## src/rtl/score_digit_renderer.sv

```systemverilog
// Two-digit score sprite renderer: binary score to BCD by repeated subtraction,
// committed at frame start, drawn from a 20x20 digit ROM through a 2-stage pixel pipeline.
module score_digit_renderer #(
  parameter int          X0     = 600,
  parameter int          Y0     = 20,
  parameter int          GAP    = 4,
  parameter logic [7:0]  TRANSP = 8'h00
) (
  input  logic       i_clk2,
  input  logic       i_rst_n,
  input  logic [9:0] i_pix_x,
  input  logic [9:0] i_pix_y,
  input  logic       i_video_on,
  input  logic       i_frame_start,
  input  logic [6:0] i_score,
  input  logic       i_score_load,
  input  logic [7:0] i_numberdata,
  output logic [9:0] o_numberaddr,
  output logic [3:0] o_digit_sel,
  output logic [7:0] o_pixel,
  output logic       o_pixel_valid,
  output logic       o_busy
);

  typedef enum logic [1:0] {IDLE, CONV, HOLD} state_t;

  localparam logic [10:0] TENS_L = 11'(X0);
  localparam logic [10:0] TENS_R = 11'(X0 + 20);
  localparam logic [10:0] ONES_L = 11'(X0 + 20 + GAP);
  localparam logic [10:0] ONES_R = 11'(X0 + 40 + GAP);
  localparam logic [10:0] BOX_T  = 11'(Y0);
  localparam logic [10:0] BOX_B  = 11'(Y0 + 20);

  state_t     state_q;
  logic [6:0] rem_q;
  logic [3:0] tens_q;
  logic [3:0] pend_tens_q, pend_ones_q;
  logic [3:0] disp_tens_q, disp_ones_q;
  logic       busy_q;

  logic [9:0] addr_q, addr_d;
  logic [3:0] sel_q, sel_d;
  logic       hit1_q, hit1_d;
  logic       hit2_q;
  logic [7:0] pixel_q;
  logic       pixel_valid_q;

  logic [10:0] x_ext, y_ext;
  logic        in_rows, in_tens, in_ones;
  logic [9:0]  dy, dx_tens, dx_ones;

  // Extend by one bit so box edges near the top of the 10-bit range cannot wrap.
  assign x_ext   = {1'b0, i_pix_x};
  assign y_ext   = {1'b0, i_pix_y};
  assign in_rows = (y_ext >= BOX_T) && (y_ext < BOX_B);
  assign in_tens = in_rows && (x_ext >= TENS_L) && (x_ext < TENS_R);
  assign in_ones = in_rows && (x_ext >= ONES_L) && (x_ext < ONES_R);
  assign dy      = i_pix_y - 10'(Y0);
  assign dx_tens = i_pix_x - 10'(X0);
  assign dx_ones = i_pix_x - 10'(X0 + 20 + GAP);

  always_comb begin
    addr_d = 10'd0;
    sel_d  = 4'd0;
    hit1_d = 1'b0;
    if (i_video_on && in_tens) begin
      addr_d = (dy * 10'd20) + dx_tens;
      sel_d  = disp_tens_q;
      hit1_d = 1'b1;
    end else if (i_video_on && in_ones) begin
      addr_d = (dy * 10'd20) + dx_ones;
      sel_d  = disp_ones_q;
      hit1_d = 1'b1;
    end
  end

  // Pixel pipeline: address at E0, ROM read at E1, pixel registered at E2.
  always_ff @(posedge i_clk2) begin
    if (!i_rst_n) begin
      addr_q        <= 10'd0;
      sel_q         <= 4'd0;
      hit1_q        <= 1'b0;
      hit2_q        <= 1'b0;
      pixel_q       <= 8'd0;
      pixel_valid_q <= 1'b0;
    end else begin
      addr_q <= addr_d;
      sel_q  <= sel_d;
      hit1_q <= hit1_d;
      hit2_q <= hit1_q;
      if (hit2_q && (i_numberdata != TRANSP)) begin
        pixel_q       <= i_numberdata;
        pixel_valid_q <= 1'b1;
      end else begin
        pixel_q       <= 8'd0;
        pixel_valid_q <= 1'b0;
      end
    end
  end

  // Displayed digits only change on a frame boundary, so a frame never mixes scores.
  always_ff @(posedge i_clk2) begin
    if (!i_rst_n) begin
      state_q     <= IDLE;
      rem_q       <= 7'd0;
      tens_q      <= 4'd0;
      pend_tens_q <= 4'd0;
      pend_ones_q <= 4'd0;
      disp_tens_q <= 4'd0;
      disp_ones_q <= 4'd0;
      busy_q      <= 1'b0;
    end else begin
      case (state_q)
        IDLE: begin
          if (i_score_load) begin
            rem_q   <= (i_score > 7'd99) ? 7'd99 : i_score;
            tens_q  <= 4'd0;
            busy_q  <= 1'b1;
            state_q <= CONV;
          end
        end
        CONV: begin
          if (rem_q >= 7'd10) begin
            rem_q  <= rem_q - 7'd10;
            tens_q <= tens_q + 4'd1;
          end else begin
            pend_tens_q <= tens_q;
            pend_ones_q <= rem_q[3:0];
            state_q     <= HOLD;
          end
        end
        HOLD: begin
          if (i_frame_start) begin
            disp_tens_q <= pend_tens_q;
            disp_ones_q <= pend_ones_q;
            busy_q      <= 1'b0;
            state_q     <= IDLE;
          end
        end
        default: state_q <= IDLE;
      endcase
    end
  end

  assign o_numberaddr  = addr_q;
  assign o_digit_sel   = sel_q;
  assign o_pixel       = pixel_q;
  assign o_pixel_valid = pixel_valid_q;
  assign o_busy        = busy_q;

endmodule

```

## config.mk

```make
export PLATFORM = sky130hd
export DESIGN_NAME = score_digit_renderer
export DESIGN_NICKNAME = d
export VERILOG_FILES = /design/src/rtl/score_digit_renderer.sv
export SDC_FILE = /design/constraint.sdc
export NUM_CORES = 1
export LEC_CHECK = 0
export CORE_MARGIN = 2
export CORE_UTILIZATION = 51
export DETAILED_ROUTE_END_ITERATION = 10
export GPL_ROUTABILITY_DRIVEN = 1
export PLACE_DENSITY = 0.82
export SLEW_MARGIN = 20
export SYNTH_ARGS = -nofsm -noshare
export SYNTH_HDL_FRONTEND = slang
export SYNTH_SLANG_ARGS = --single-unit
```

## constraint.sdc

```tcl
create_clock -name i_clk2 -period 4.61 [get_ports i_clk2]
set_input_delay 0.6915 -clock i_clk2 [delete_from_list [all_inputs] [get_ports i_clk2]]
set_output_delay 0.6915 -clock i_clk2 [all_outputs]
set_load 0.01 [all_outputs]
```

Yosys cells after proc, flatten, opt, wreduce, memory -nomap -nowiden
Cells that the tools add are included.
Word-level totals
  register bits: 55
  output and inout bits: 24
Operators by class
  multiply operators: 1
  reductions and logical operators: 18
  equal/unequal tests: 6
  add/sub/neg operators: 7
  mux-type cells: 21
  magnitude comparators: 8
  bitwise logic cells: 1
Operator list (number)
  7-bit two-way mux: 3
  10-bit adder: 2
  10-bit greater-or-equal comparator, second input constant: 2
  10-bit < comparator, second input constant: 2
  10-bit two-way mux: 2
  10-bit subtractor, second input constant: 2
  4-bit two-way mux: 4
  7-bit case mux with 2 select lines: 1
  10-bit by 5-bit greater-or-equal comparator with 1-bit output, second input constant: 1
  10-bit by 6-bit < comparator with 1-bit output, second input constant: 1
  10-bit by 3-bit multiplier with 8-bit output, second input constant: 1
  10-bit by 5-bit subtractor with 10-bit output, second input constant: 1
  3-bit AND reduction: 3
  1-bit logical AND: 8
  2-bit != test, second input constant: 4
  4-bit case mux with 2 select lines: 1
  8-bit nonzero test: 1
  7-bit by 4-bit greater-or-equal comparator with 1-bit output, second input constant: 1
  7-bit > comparator, second input constant: 1
  7-bit by 4-bit subtractor with 7-bit output, second input constant: 1
  2-bit two-way mux: 3
  2-bit case mux with 3 select lines: 1
  2-bit AND reduction: 3
  1-bit two-way mux: 5
  7 further kinds: 8

Longest topological paths before layout
Gate-level depths: netlist (run 1).
  depth in word-level cells: 7
  gate-level depth with buffers: 16
  depth with buffers taken out: 16

Least setup slack after synthesis (run 1)
OpenSTA, ideal clock, no wires.
  path kind: input port to flip-flop
  from: input i_pix_y[2]
  to: register addr_q[9], in the netlist o_numberaddr[9]
  arrival: 3.382 ns
  slack: 1.101 ns
  stages on the path: 16
  buffers on the path: 0
  setup time: 0.128 ns
  data required time: 4.482 ns
  cells stage by stage: inv_1 > ha_1 > xnor2_1 > ha_1 > ha_1 > a21o_1 > a21oi_1 > xor2_1 > ha_1 > inv_1 > ha_1 > a21o_1 > a31oi_1 > xor2_1 > a22oi_1 > nor2_1
Between the ends
  longest elaborated chain between the ends: 7
RTL lines
  start, declared: RTL line 12  | input logic [9:0] i_pix_y,
  branches (longest 6 deep; another with 10-bit by 5-bit subtractor with 10-bit output)
  10-bit two-way mux (*): RTL line 66  | if (i_video_on && in_tens) begin
  end signal, assigned: RTL line 87  | addr_q <= addr_d;
  end, declared: RTL line 41  | logic [9:0] addr_q, addr_d;
Mark *: on every way between the ends.
A chain may end at the register's enable or synchronous reset.

Worst setup path after layout (run 1)
Same ends and word-level chain as after synthesis.

==> results of run 1 <==
-- metal layers --
layer,vias to the layer above,wire length [um]
li1,1285,-
met1,1191,3105
met2,73,3078
met3,12,374
met4,0,105
met5,-,0
-- sequential cells by signal, summed over array words and instances (netlist names), 2 cells and up --
| signal | flops |
|---|---|
| disp_tens_q | 4 |
| state_q | 2 |
| pend_ones_q | 4 |
| o_digit_sel | 4 |
| o_numberaddr | 10 |
| disp_ones_q | 4 |
| o_pixel | 8 |
| tens_q | 4 |
| pend_tens_q | 4 |
| rem_q | 7 |
-- power groups by stage --
stage / clock network [W] / logic (W) / registers (W)
6_report: 0.000286 / 0.000426 / 0.000506
4_1_cts: 0.000290 / 0.000425 / 0.000506
3_3_place_gp: 0 / 0.000409 / 0.000516
2_1_floorplan: 0 / 0.000316 / 0.000513
5_1_grt: 0.000304 / 0.000486 / 0.000508
3_5_place_dp: 0 / 0.000421 / 0.000516
-- metrics by stage --
stage	hold WS (ps)	cell area (sq um)	instances
4_1_cts	451.5	3834	477
3_5_place_dp	426.3	3737	469
6_report	449.6	3834	477
5_1_grt	470.4	3834	477
2_1_floorplan	411.8	3035	338
3_3_place_gp	419.7	3737	469
-- cell families (layout without fill, tap and decap cells) --
family | after synthesis | after routing | synth area share, %
XOR/XNOR | 18 | 18 | 5.194
AND/OR/NAND/NOR | 99 | 99 | 16.36
flip-flops | 55 | 55 | 36.27
buffers and inverters | 45 | 109 | 5.812
adder cells (fa/ha/maj) | 36 | 36 | 15.58
AO/OA/AOI/OAI | 66 | 66 | 14.51
multiplexers | 19 | 19 | 6.265
-- worst paths after layout --
kind | startpoint | to | slack, ps | depth (start not counted)
setup / recovery | i_pix_y[2] | o_numberaddr[9]$_SDFF_PN0_ | 670 | 17
hold / removal | hit1_q$_SDFF_PN0_ | hit2_q$_SDFF_PN0_ | 450 | 1
setup reg to reg | rem_q[1]$_SDFFE_PN0P_ | rem_q[1]$_SDFFE_PN0P_ | 2190 | 8
hold reg to reg | hit1_q$_SDFF_PN0_ | hit2_q$_SDFF_PN0_ | 450 | 1
-- critical path, cell delays in order --
cell             delay, ps
clkdlybuf4s50_1        490
inv_1                   80
ha_1                   240
xnor2_1                240
ha_1                   300
ha_1                   290
a21o_1                 170
a21oi_1                160
xor2_1                  90
ha_1                   270
inv_1                   40
ha_1                   360
a21o_1                 190
a31oi_1                180
xor2_1                 100
a22oi_1                190
nor2_1                  60
-- layout by cell type, fill, tap and decap left out, types with 2 or more instances in the layout --
cell type / Yosys / final
dfxtp_1: 55 / 55
a22oi_1: 10 / 10
o22ai_1: 2 / 2
nand2_1: 15 / 15
nor3_1: 3 / 3
o211ai_1: 2 / 2
and2_1: 14 / 14
xnor2_1: 10 / 10
nand3_1: 4 / 4
o21ai_0: 12 / 12
clkdlybuf4s50_1: 0 / 63
a31oi_1: 4 / 4
a21o_1: 5 / 5
nand3b_1: 3 / 3
buf_4: 1 / 3
a311oi_1: 2 / 2
nor2b_1: 5 / 5
a21oi_1: 17 / 17
nand2b_1: 4 / 4
nor2_1: 38 / 38
clkbuf_8: 0 / 5
nor3b_1: 3 / 3
o2111ai_1: 2 / 2
inv_1: 34 / 34
ha_1: 33 / 33
mux2i_1: 19 / 19
fa_1: 3 / 3
xor2_1: 8 / 8
nor4_1: 4 / 4
a22o_1: 2 / 2
-- layout make-up --
type | count | area [sq um]
inverter | 35 | 131.4
multi-input combinational | 238 | 1758
clock buffer | 5 | 68.82
sequential | 55 | 1101
fill | 475 | 2017
timing repair buffer | 66 | 653.1
clock inverter | 3 | 27.53
tap | 75 | 93.84
==> impl_metrics.env, run 1 <==
export IMPL_intPower_w=0.0008003
export IMPL_outcome="finished, final reports clean"
export IMPL_busiest_layer="met2"
export IMPL_timing_final_max_slew_violations=0
export IMPL_grt_pass1_vias=2521
export IMPL_clock_root_buffer="clkbuf_8"
export IMPL_hold_class="reg2reg"
export IMPL_ir_drop_mv=0.2034
export IMPL_synth_flop_cell="dfxtp_1"
export IMPL_syn2layout_area_growth_pct=26.30
export IMPL_synth_cell_types=47
export IMPL_cts_resized=0
export IMPL_post_cts_buffers=0
export IMPL_p_leak_nw=1.649
export IMPL_powerDensity_mw_per_mm2=317.7
export IMPL_antenna_found_initial=0
export IMPL_cts_tree="done"
export IMPL_power_w=0.001218
export IMPL_seqPwrFrac_pct=41.5
export IMPL_core_rowCount=28
export IMPL_dp_hpwl_mm=5.144
export IMPL_ys_seq_area_share_pct=36.27
export IMPL_async_reset_ff_share_pct=0
export IMPL_globalRouteMet2Util_pct=37.02
export IMPL_diodes=0
export IMPL_synth_edff_count=0
export IMPL_cts_hold_buf=0
export IMPL_yosys_top_cells_count="dfxtp_1 (55), nor2_1 (38), inv_1 (34)"
export IMPL_routabilityCongestion=0.8770
export IMPL_drt_total_wl_mm=6.664
export IMPL_setup_viol=0
export IMPL_initial_core_util_pct=51.88
export IMPL_cts_buffer_depth=2
export IMPL_layout_setup_ws_ps=668.1
export IMPL_ys_top_cells_by_area="dfxtp_1 (36%), ha_1 (14%), mux2i_1 (6.3%)"
export IMPL_vias=2561
export IMPL_fin_crit_sh_pct=85.51
export IMPL_met1_usage_pct=27.55
export IMPL_globalRouteMet3Util_pct=4.889
export IMPL_min_period_ps=3942
export IMPL_synth_top_area_cell="dfxtp_1"
export IMPL_vias_per_cell=5.369
export IMPL_io_pins=64
export IMPL_dp_slack_ps=320.6
export IMPL_p_sw_w=0.0004179
export IMPL_avgSynthCellArea_sq_um=8.981
export IMPL_fmax_mhz=253.7
export IMPL_endpoint_kind="flip-flop"
export IMPL_crit_fanout=7
export IMPL_crit_required_ps=4810
export IMPL_clk_latency_ps=320
export IMPL_synth_top_area_share_pct=36.27
export IMPL_power_frac_comb_pct=35.0
export IMPL_fin_skew_ps=15.74
export IMPL_wl_per_cell_um=13.97
export IMPL_drtPass1Iterations=6
export IMPL_die_h_um=81.15
export IMPL_syn_num_nets=414
export IMPL_clkPwrFrac_pct=23.4
export IMPL_grt_pass1_wl_mm=11.15
export IMPL_syn_area_sq_mm=0.003035
export IMPL_ys_warn_count=0
export IMPL_drv_cap=0
export IMPL_path_clk_slew_ps=110
export IMPL_port_buffers=63
export IMPL_ys_ff_latch=55
export IMPL_relSlewSlack_pct=31.99
export IMPL_core_sq_mm=0.005851
export IMPL_drc=0
export IMPL_die_area_sq_mm=0.006585
export IMPL_startpoint_type="input pin"
export IMPL_ctsHtreeMaxLevel=2
export IMPL_tightest_slew_ps=1018
export IMPL_critical_path_class="in2reg"
export IMPL_postLayoutCoreUtil_pct=65.53
export IMPL_rsz0062_at_grt="false"
export IMPL_drive_above_1_share_pct=3.980
export IMPL_finalNetCount=477
export IMPL_syn_inst=338
export IMPL_numCtsBuffers=5
export IMPL_grt_max_degree=38
export IMPL_yosysMostFrequentCell="dfxtp_1"
export IMPL_critPathArrivalTime_ps=4140
export IMPL_dr_first_iter_drc_count=186
export IMPL_die_x_um=81.15
export IMPL_tns_ps=0
export IMPL_grt_util_all_layers_pct=21.87
export IMPL_final_antenna_net_count=0
export IMPL_overflow=0
export IMPL_netSwitchingFraction_pct=34.30
export IMPL_clock_sinks=55
export IMPL_hold_viol=0
Power figures use the tool's default switching activity.
==> inputs of run 2 (changes only) <==
--- a/config.mk
+++ b/config.mk
@@ -6,10 +6,10 @@
 export NUM_CORES = 1
 export LEC_CHECK = 0
 export CORE_MARGIN = 2
-export CORE_UTILIZATION = 51
+export CORE_UTILIZATION = 55
 export DETAILED_ROUTE_END_ITERATION = 10
 export GPL_ROUTABILITY_DRIVEN = 1
-export PLACE_DENSITY = 0.82
+export PLACE_DENSITY = 0.87
 export SLEW_MARGIN = 20
 export SYNTH_ARGS = -nofsm -noshare
 export SYNTH_HDL_FRONTEND = slang
==> constraint.sdc (replaced) <==
create_clock -name i_clk2 -period 4.77 [get_ports i_clk2]
set_input_delay 0.7155 -clock i_clk2 [delete_from_list [all_inputs] [get_ports i_clk2]]
set_output_delay 0.7155 -clock i_clk2 [all_outputs]
set_load 0.02 [all_outputs]
==> impl_metrics.env, run 2 (same netlist as run 1, synthesis figures left out) <==
export IMPL_outcome="finished, final reports clean"
export IMPL_cts_hold_buf=0
export IMPL_drc=0
export IMPL_dr_first_iter_drc_count=176
export IMPL_p_leak_nw=1.649
export IMPL_die_area_sq_mm=0.006129
export IMPL_core_sq_mm=0.005405
export IMPL_clock_root_buffer="clkbuf_8"
export IMPL_min_period_ps=4081
export IMPL_cts_buffer_depth=2
export IMPL_post_cts_buffers=0
export IMPL_drv_cap=0
export IMPL_die_x_um=78.29
export IMPL_core_rowCount=27
export IMPL_tightest_slew_ps=1013
export IMPL_fin_crit_sh_pct=85.55
export IMPL_clock_sinks=55
export IMPL_finalNetCount=477
export IMPL_fin_skew_ps=10.47
export IMPL_antenna_found_initial=0
export IMPL_cts_tree="done"
export IMPL_diodes=0
export IMPL_tns_ps=0
export IMPL_dp_hpwl_mm=5.116
export IMPL_ff2ff_setup_slack_ps=2340
export IMPL_cts_resized=0
export IMPL_die_h_um=78.29
export IMPL_ctsHtreeMaxLevel=2
export IMPL_critical_path_class="in2reg"
export IMPL_ir_drop_mv=0.1766
export IMPL_grt_pass1_wl_mm=11.36
export IMPL_initial_core_util_pct=56.16
export IMPL_final_antenna_net_count=0
export IMPL_crit_slowest_cell="clkdlybuf4s50_1"
export IMPL_crit_fanout=7
export IMPL_drtPass1Iterations=4
export IMPL_port_buffers=63
export IMPL_numCtsBuffers=5
export IMPL_overflow=0
export IMPL_syn2layout_area_growth_pct=26.17
export IMPL_hold_class="reg2reg"
export IMPL_timing_final_max_slew_violations=0
export IMPL_finalNonFillerCells=474
export IMPL_hold_viol=0
export IMPL_fmax_mhz=245.1
export IMPL_crit_required_ps=4960
export IMPL_startpoint_type="input pin"
export IMPL_cp_top_family="adder cells"
export IMPL_path_clk_slew_ps=100
export IMPL_place_inst=466
export IMPL_vias=2566
export IMPL_drt_total_wl_mm=6.598
export IMPL_path_buf_inv=3
export IMPL_largest_register_ffs=10
export IMPL_grt_pass1_vias=2538
export IMPL_drive_above_1_share_pct=3.980
export IMPL_critPathArrivalTime_ps=4270
export IMPL_clk_latency_ps=310
export IMPL_vias_per_cell=5.414
export IMPL_powerDensity_mw_per_mm2=309.6
export IMPL_crit_chain="clkdlybuf4s50_1, inv_1, ha_1, xnor2_1, ha_1, ha_1, a21o_1, a21oi_1, xor2_1, ha_1, inv_1, ha_1, a21o_1, a31oi_1, xor2_1, a22oi_1, nor2_1"
export IMPL_grt_util_all_layers_pct=23.18
export IMPL_grt_max_degree=38
export IMPL_relSlewSlack_pct=32.36
export IMPL_endpoint_kind="flip-flop"
export IMPL_setup_viol=0
export IMPL_max_stage_delay_ps=500
export IMPL_routabilityCongestion=0.8808
export IMPL_mostFrequentLayoutCell="clkdlybuf4s50_1"
export IMPL_layout_common_cells="clkdlybuf4s50_1 (63), dfxtp_1 (55), nor2_1 (38), inv_1 (34), ha_1 (33)"
export IMPL_io_pins=64
export IMPL_cpMostUsedCell="ha_1"
export IMPL_rsz0062_at_grt="false"
export IMPL_wl_per_cell_um=13.92
run 2: final timing paths:
kind / startpoint / endpoint / cells after the start
worst min-delay path: hit1_q$_SDFF_PN0_ / hit2_q$_SDFF_PN0_ / 1
worst max register to register: rem_q[1]$_SDFFE_PN0P_ / pend_tens_q[0]$_SDFFE_PN0P_ / 8
worst max-delay path: i_pix_y[2] / o_numberaddr[9]$_SDFF_PN0_ / 17
worst min register to register: hit1_q$_SDFF_PN0_ / hit2_q$_SDFF_PN0_ / 1
run 2: report_power, final:
| group | switching, W | internal, W |
|---|---|---|
| Combinational | 0.000235 | 0.000194 |
| Clock | 0.000160 | 0.000109 |
| Sequential | 0.0000148 | 0.000474 |
run 2: per-layer routing:
metal / GRT usage [%] / wire length, um
met1: 28.49 / 2946
met2: 41.03 / 3222
met3: 4.138 / 370
met4: 7.544 / 59
met5: 0 / 0
run 2: layout make-up:
| cell class | instances | area (sq um) |
|---|---|---|
| multi-input cells | 238 | 1758 |
| fillers | 404 | 1575 |
| flip-flops and latches | 55 | 1101 |
| repair buffers | 66 | 653.1 |
| inverters | 35 | 131.4 |
| well taps | 72 | 90.09 |
| clock buffers | 5 | 68.82 |
| clock inverters | 3 | 27.53 |
run 2: stage by stage:
| stage | hold WS (ps) | worst slack, ps | util [%] | power [W] | area [sq um] |
|---|---|---|---|---|---|
| 2_1_floorplan | 411.8 | 1237 | - | 0.0008017 | 3035 |
| 3_3_place_gp | 416.5 | 591.4 | 69.07 | 0.0008910 | 3734 |
| 3_5_place_dp | 426.8 | 373.5 | 69.07 | 0.0009180 | 3734 |
| 4_1_cts | 467.9 | 712.7 | 70.86 | 0.001185 | 3830 |
| 5_1_grt | 493.3 | 411.9 | 70.86 | 0.001266 | 3830 |
| 6_report | 464.7 | 689.4 | 70.86 | 0.001186 | 3830 |
